--- src/rtl/mem_arbiter.sv ---
// Fetch/data arbiter for the shared memory port: one outstanding access.
// Build option: MEM_ARB_TIMEOUT_EN adds an abort counter for stuck BUSY.
module mem_arbiter #(
  parameter int MAX_D_STREAK = 4,
  parameter int TIMEOUT      = 255
) (
  input  logic        clock,
  input  logic        reset,
  input  logic        f_req,
  input  logic [31:0] f_addr,
  output logic        f_gnt,
  output logic        f_valid,
  output logic [31:0] f_rdata,
  input  logic        d_req,
  input  logic        d_rw,
  input  logic [31:0] d_addr,
  input  logic [31:0] d_wdata,
  input  logic [1:0]  d_size,
  output logic        d_gnt,
  output logic        d_valid,
  output logic [31:0] d_rdata,
  output logic        m_req,
  output logic        m_rw,
  output logic [31:0] m_addr,
  output logic [31:0] m_wdata,
  output logic [1:0]  m_size,
  input  logic        m_ack,
  input  logic [31:0] m_rdata,
  output logic        err
);

  localparam int SW = $clog2(MAX_D_STREAK + 1);
  localparam logic [SW-1:0] SMAX = SW'(MAX_D_STREAK);

  typedef enum logic [1:0] {
    S_IDLE,
    S_BUSY,
    S_RESP
  } state_e;

  state_e      state_q, state_d;
  logic [SW-1:0] streak_q, streak_d;
  logic        own_d_q, own_d_d;
  logic        f_gnt_q, f_gnt_d;
  logic        f_valid_q, f_valid_d;
  logic [31:0] f_rdata_q, f_rdata_d;
  logic        d_gnt_q, d_gnt_d;
  logic        d_valid_q, d_valid_d;
  logic [31:0] d_rdata_q, d_rdata_d;
  logic        m_req_q, m_req_d;
  logic        m_rw_q, m_rw_d;
  logic [31:0] m_addr_q, m_addr_d;
  logic [31:0] m_wdata_q, m_wdata_d;
  logic [1:0]  m_size_q, m_size_d;
  logic        err_q, err_d;
  logic        pick_d, pick_f;

`ifdef MEM_ARB_TIMEOUT_EN
  localparam int TW = $clog2(TIMEOUT + 1);
  localparam logic [TW-1:0] TLAST = TW'(TIMEOUT - 1);
  logic [TW-1:0] tmo_q, tmo_d;
`endif

  // Data wins unless fetch has waited through a full data streak.
  assign pick_d = d_req & ~(f_req & (streak_q == SMAX));
  assign pick_f = f_req & ~pick_d;

  // Next state: arbitration, memory handshake and completion pulses.
  always_comb begin
    state_d   = state_q;
    streak_d  = streak_q;
    own_d_d   = own_d_q;
    m_req_d   = m_req_q;
    m_rw_d    = m_rw_q;
    m_addr_d  = m_addr_q;
    m_wdata_d = m_wdata_q;
    m_size_d  = m_size_q;
    f_gnt_d   = 1'b0;
    f_valid_d = 1'b0;
    f_rdata_d = '0;
    d_gnt_d   = 1'b0;
    d_valid_d = 1'b0;
    d_rdata_d = '0;
    err_d     = 1'b0;
`ifdef MEM_ARB_TIMEOUT_EN
    tmo_d     = tmo_q;
`endif
    unique case (state_q)
      S_IDLE, S_RESP: begin
        state_d = S_IDLE;
        unique case (1'b1)
          pick_d: begin
            state_d   = S_BUSY;
            own_d_d   = 1'b1;
            d_gnt_d   = 1'b1;
            m_req_d   = 1'b1;
            m_rw_d    = d_rw;
            m_addr_d  = d_addr;
            m_wdata_d = d_wdata;
            m_size_d  = d_size;
            if (f_req && streak_q != SMAX)
              streak_d = streak_q + 1'b1;
`ifdef MEM_ARB_TIMEOUT_EN
            tmo_d     = '0;
`endif
          end
          pick_f: begin
            state_d   = S_BUSY;
            own_d_d   = 1'b0;
            f_gnt_d   = 1'b1;
            m_req_d   = 1'b1;
            m_rw_d    = 1'b0;
            m_addr_d  = f_addr;
            m_wdata_d = '0;
            m_size_d  = 2'd2;
            streak_d  = '0;
`ifdef MEM_ARB_TIMEOUT_EN
            tmo_d     = '0;
`endif
          end
          default: ;
        endcase
      end
      S_BUSY: begin
        if (m_ack) begin
          state_d = S_RESP;
          m_req_d = 1'b0;
          if (own_d_q) begin
            d_valid_d = 1'b1;
            d_rdata_d = m_rw_q ? '0 : m_rdata;
          end else begin
            f_valid_d = 1'b1;
            f_rdata_d = m_rdata;
          end
`ifdef MEM_ARB_TIMEOUT_EN
        end else if (tmo_q == TLAST) begin
          state_d   = S_RESP;
          m_req_d   = 1'b0;
          err_d     = 1'b1;
          d_valid_d = own_d_q;
          f_valid_d = ~own_d_q;
        end else begin
          tmo_d = tmo_q + 1'b1;
`endif
        end
      end
      default: state_d = S_IDLE;
    endcase
  end

  // State and registered outputs; reset drops everything at once.
  always_ff @(posedge clock or negedge reset) begin
    if (!reset) begin
      state_q   <= S_IDLE;
      streak_q  <= '0;
      own_d_q   <= 1'b0;
      f_gnt_q   <= 1'b0;
      f_valid_q <= 1'b0;
      f_rdata_q <= '0;
      d_gnt_q   <= 1'b0;
      d_valid_q <= 1'b0;
      d_rdata_q <= '0;
      m_req_q   <= 1'b0;
      m_rw_q    <= 1'b0;
      m_addr_q  <= '0;
      m_wdata_q <= '0;
      m_size_q  <= '0;
      err_q     <= 1'b0;
    end else begin
      state_q   <= state_d;
      streak_q  <= streak_d;
      own_d_q   <= own_d_d;
      f_gnt_q   <= f_gnt_d;
      f_valid_q <= f_valid_d;
      f_rdata_q <= f_rdata_d;
      d_gnt_q   <= d_gnt_d;
      d_valid_q <= d_valid_d;
      d_rdata_q <= d_rdata_d;
      m_req_q   <= m_req_d;
      m_rw_q    <= m_rw_d;
      m_addr_q  <= m_addr_d;
      m_wdata_q <= m_wdata_d;
      m_size_q  <= m_size_d;
      err_q     <= err_d;
    end
  end

`ifdef MEM_ARB_TIMEOUT_EN
  // Cycles spent waiting for the memory in the current access.
  always_ff @(posedge clock or negedge reset) begin
    if (!reset)
      tmo_q <= '0;
    else
      tmo_q <= tmo_d;
  end
`endif

  assign f_gnt   = f_gnt_q;
  assign f_valid = f_valid_q;
  assign f_rdata = f_rdata_q;
  assign d_gnt   = d_gnt_q;
  assign d_valid = d_valid_q;
  assign d_rdata = d_rdata_q;
  assign m_req   = m_req_q;
  assign m_rw    = m_rw_q;
  assign m_addr  = m_addr_q;
  assign m_wdata = m_wdata_q;
  assign m_size  = m_size_q;
  assign err     = err_q;

endmodule

--- config.mk ---
export PLATFORM = sky130hd
export DESIGN_NAME = mem_arbiter
export DESIGN_NICKNAME = d
export VERILOG_FILES = /design/src/rtl/mem_arbiter.sv
export SDC_FILE = /design/constraint.sdc
export NUM_CORES = 1
export LEC_CHECK = 0
export CORE_UTILIZATION = 40
export CTS_CLUSTER_DIAMETER = 80
export DETAILED_ROUTE_END_ITERATION = 16
export PLACE_DENSITY = 0.8
export SYNTH_ARGS = -nofsm -noshare
export SYNTH_HDL_FRONTEND = slang
export SYNTH_SLANG_ARGS = --single-unit
--- constraint.sdc ---
create_clock -name clock -period 2.1 [get_ports clock]
set_clock_uncertainty 0.15 [all_clocks]
set_input_delay 0.42 -clock clock [delete_from_list [all_inputs] [get_ports clock]]
set_output_delay 0.42 -clock clock [all_outputs]
set_load 0.03 [all_outputs]
==> results.md <==
* Min cycle time layout at slightly above 2000 ps
* Max-slew violations at 0
* Commonest cells post-synth: dfrtp_1, nand2_1, and2_1
* Buf+Inv Stages, Crit Path at 1
* Row count at between 40 and 50
* Ports at 273
* N_diodes at 0
* Critical Path Start Type: register
* Top cell type's share of synthesized area at between 60% and 70%
* Antenna viol nets, final at 0
* CP Class: reg2out
* Initial antenna violation count at 0
* Asr flop ratio synth at between 90% and 100%
* Count leader, synth: dfrtp_1
* Worst Path Required at 1530 ps
* Hold_sp: state_q[1]$_DFFE_PN0P_
* MaxCap Viol Count at 0
* Main area contributors after synthesis: dfrtp_1, and2_1, o211ai_2, a22o_1, nand2_1
* Buffers on Ports at 271
* GRT Total Usage at around a quarter
* Setup Slack @ Placement at 32.65 ps
* Clock root buffer: clkbuf_16
* Core Box Area at 13350 sq um
* Pin count of the biggest net entering global routing at about 50
* Lkg Pwr at roughly 4 nW
* Share of layout cells above drive strength 1 at 10.76%
* CP Cell Sequence: clkdlybuf4s50_1
* EDFF count, synth at 0
* Global-route wire length before repair at about 26 mm
* Clock Latency Late Sink at 410 ps
* Worst slew pin tran at 549.7 ps
* Worst-path clk slew at around 60 ps
* CP Capture Type: output port
* Worst R2R Start: streak_q[0]$_DFFE_PN0P_
* GP Congestion at roughly 0.83
* Slowest cell on the critical path: clkdlybuf4s50_1
* RSZ-0062 raised after global routing: no
* Status: complete, no violations
* Final period util at slightly below 100%
* Worst Reg-to-Reg Cells at 5
* Vias per cell at about 5.1
* R2r setup slk at ~300 ps
* DPL Wire Length at 11.41 mm
* Pwr dens at 1392 nW/um^2
* Synth Register Bits at approximately 140
* CTS H-tree lvls at 4
* Nets at 851
* CTS tree: done
* Critical path's largest stage delay at between 700 and 800 ps
* Final WS setup at approximately 46 ps
* WL/cell at between 15 and 20 microns
* Slew Limit Headroom at 63.36%
* Worst Hold Endpoint: state_q[0]$_DFFE_PN0P_
* Routed wire length at around 16 mm
* CP startpoint: m_addr[29]$_DFFE_PN0P_
* Final Hold Fails at 0
* CP arrival at roughly 1500 ps
* Simple-gate share of the synthesized area at between 10% and 20%
* DR iter-0 viols at around 250
* Hold WC Path Type: reg2reg
* Area grow syn2layout at 64.91%
* RR Endpoint: m_addr[20]$_DFFE_PN0P_
* Die area at 14220 sq um
* Top delay family on crit path: buffers and inverters
* Initial Utilization at about two fifths
* Die height at 119.3 microns
* Sequential area share after synthesis at between 60 and 70%
* Vias at about 4600
* Fmax at between 0.4 and 0.5 GHz
* GRT overflow at 0
* Syn_area_per_cell at roughly 12 sq um
* Number of fill cells at 979
* Drt drc at 0
* CTS max path bufs at 2
* Main combinational cell family by area after synthesis: simple AND/OR/NAND/NOR gates
* Peak VDD IR at 0.6536 mV
* Maximum fanout along the worst path at 2
* Setup TNS at 0 ps
* Cts bufs inserted at 17
* Post-synth cell types at 33
* Horiz. Die Dim at 119.3 microns
* Top_reg_cell synth: dfrtp_1
* Vias in the first global route at a little under 5000
* Compound-cell area share of the yosys netlist at about 14%
* Synth Warn # at 0
* Syn nets at between 500 and 600
* Synth Area in XOR/XNOR at 0%
* Cells on Worst Hold Path at 1
* Mapped Area at 5499 sq um
* Final hold slack at 319.6 ps
* DRT Pass-1 Iters at 4
* Synth Area in Adders at less than 1%
* Multiplexer area fraction after synthesis at 0%
* Sink Count at ~140
* Top cell type by total area after synthesis: dfrtp_1
* Final setup fails at 0
* Synth Instances at ~440
## where the power goes
part           switching, mW  internal (mW)  total [mW]
combinational           3.19           2.39        5.58
sequential             0.484           3.57        4.06
clock                   1.09           1.89        2.98
total                   4.76           7.86        12.6
## routing by layer
layer / share of wire [%] / GRT usage (%) / vias to the layer above
li1: - / - / 2076
met1: 39 / 27.14 / 2277
met2: 51 / 40.41 / 204
met3: 8.1 / 8.525 / 35
met4: 2.3 / 9.810 / 0
met5: 0 / 0 / -
## stage by stage
step	instance area (sq um)	instances	utilization (%)	power (mW)
after floorplan	5499	444	-	7.110
after global placement	8461	869	63.39	9.513
after detailed placement	8461	869	63.39	9.685
after CTS	9061	901	67.89	12.73
after global routing	9069	901	67.94	13.21
final	9069	901	67.94	12.62
## final cells by class
| type | count | area (sq um) | share of cell area [%] |
|---|---|---|---|
| clock inverter | 10 | 140.1 | 1.545 |
| multi-input combinational | 260 | 1738 | 19.16 |
| timing repair buffer | 288 | 2952 | 32.55 |
| sequential | 142 | 3553 | 39.18 |
| inverter | 4 | 15.01 | 0.1656 |
| tap | 176 | 220.2 | 2.428 |
| clock buffer | 21 | 450.4 | 4.967 |
## cell families after synthesis
| family | after synthesis |
|---|---|
| simple gates | 180 |
| flops | 142 |
| compound gates | 77 |
| buf+inv | 42 |
| fa+ha+maj | 2 |
| other cells | 1 |
## state kept, by name, indices dropped and copies added, names as in the netlist, 2 cells and up
| name | count |
|---|---|
| m_size | 2 |
| streak_q | 3 |
| m_addr | 32 |
| state_q | 2 |
| d_rdata | 32 |
| f_rdata | 32 |
| m_wdata | 32 |
## placed cells by master, fill, tap and decap left out, types with 2 or more instances in the layout
| cell | n |
|---|---|
| buf_12 | 8 |
| nand4_1 | 32 |
| dlymetal6s2s_1 | 3 |
| clkinv_2 | 2 |
| inv_1 | 3 |
| o21ai_1 | 2 |
| o211ai_1 | 5 |
| clkbuf_1 | 3 |
| buf_4 | 8 |
| dfrtp_1 | 142 |
| clkdlybuf4s50_1 | 267 |
| clkinvlp_4 | 3 |
| clkbuf_16 | 17 |
| a21oi_1 | 2 |
| a22o_1 | 33 |
| nor2_1 | 6 |
| nand2_1 | 71 |
| and2_1 | 64 |
| ha_1 | 2 |
| o211ai_2 | 28 |
| bufinv_16 | 3 |
| clkinv_4 | 2 |
## what timing repair did
action,4_1_cts,5_1_grt
hold buffers,1,0
endpoints found under the hold margin,44,0
setup endpoints to repair,0,3
gates resized for setup,0,3
buffers inserted,0,0
## how the worst max path moves through the flow
stage                                  end  slack (ps)  cells past startpoint
floorplan           m_addr[10]$_DFFE_PN0P_         450                      8
global placement     m_addr[2]$_DFFE_PN0P_          60                      4
detailed placement  m_addr[31]$_DFFE_PN0P_          30                      4
CTS                                   m_rw          10                      1
global route                         m_req           6                      1
finish                          m_addr[29]          50                      1
Power figures use the tool's default switching activity.
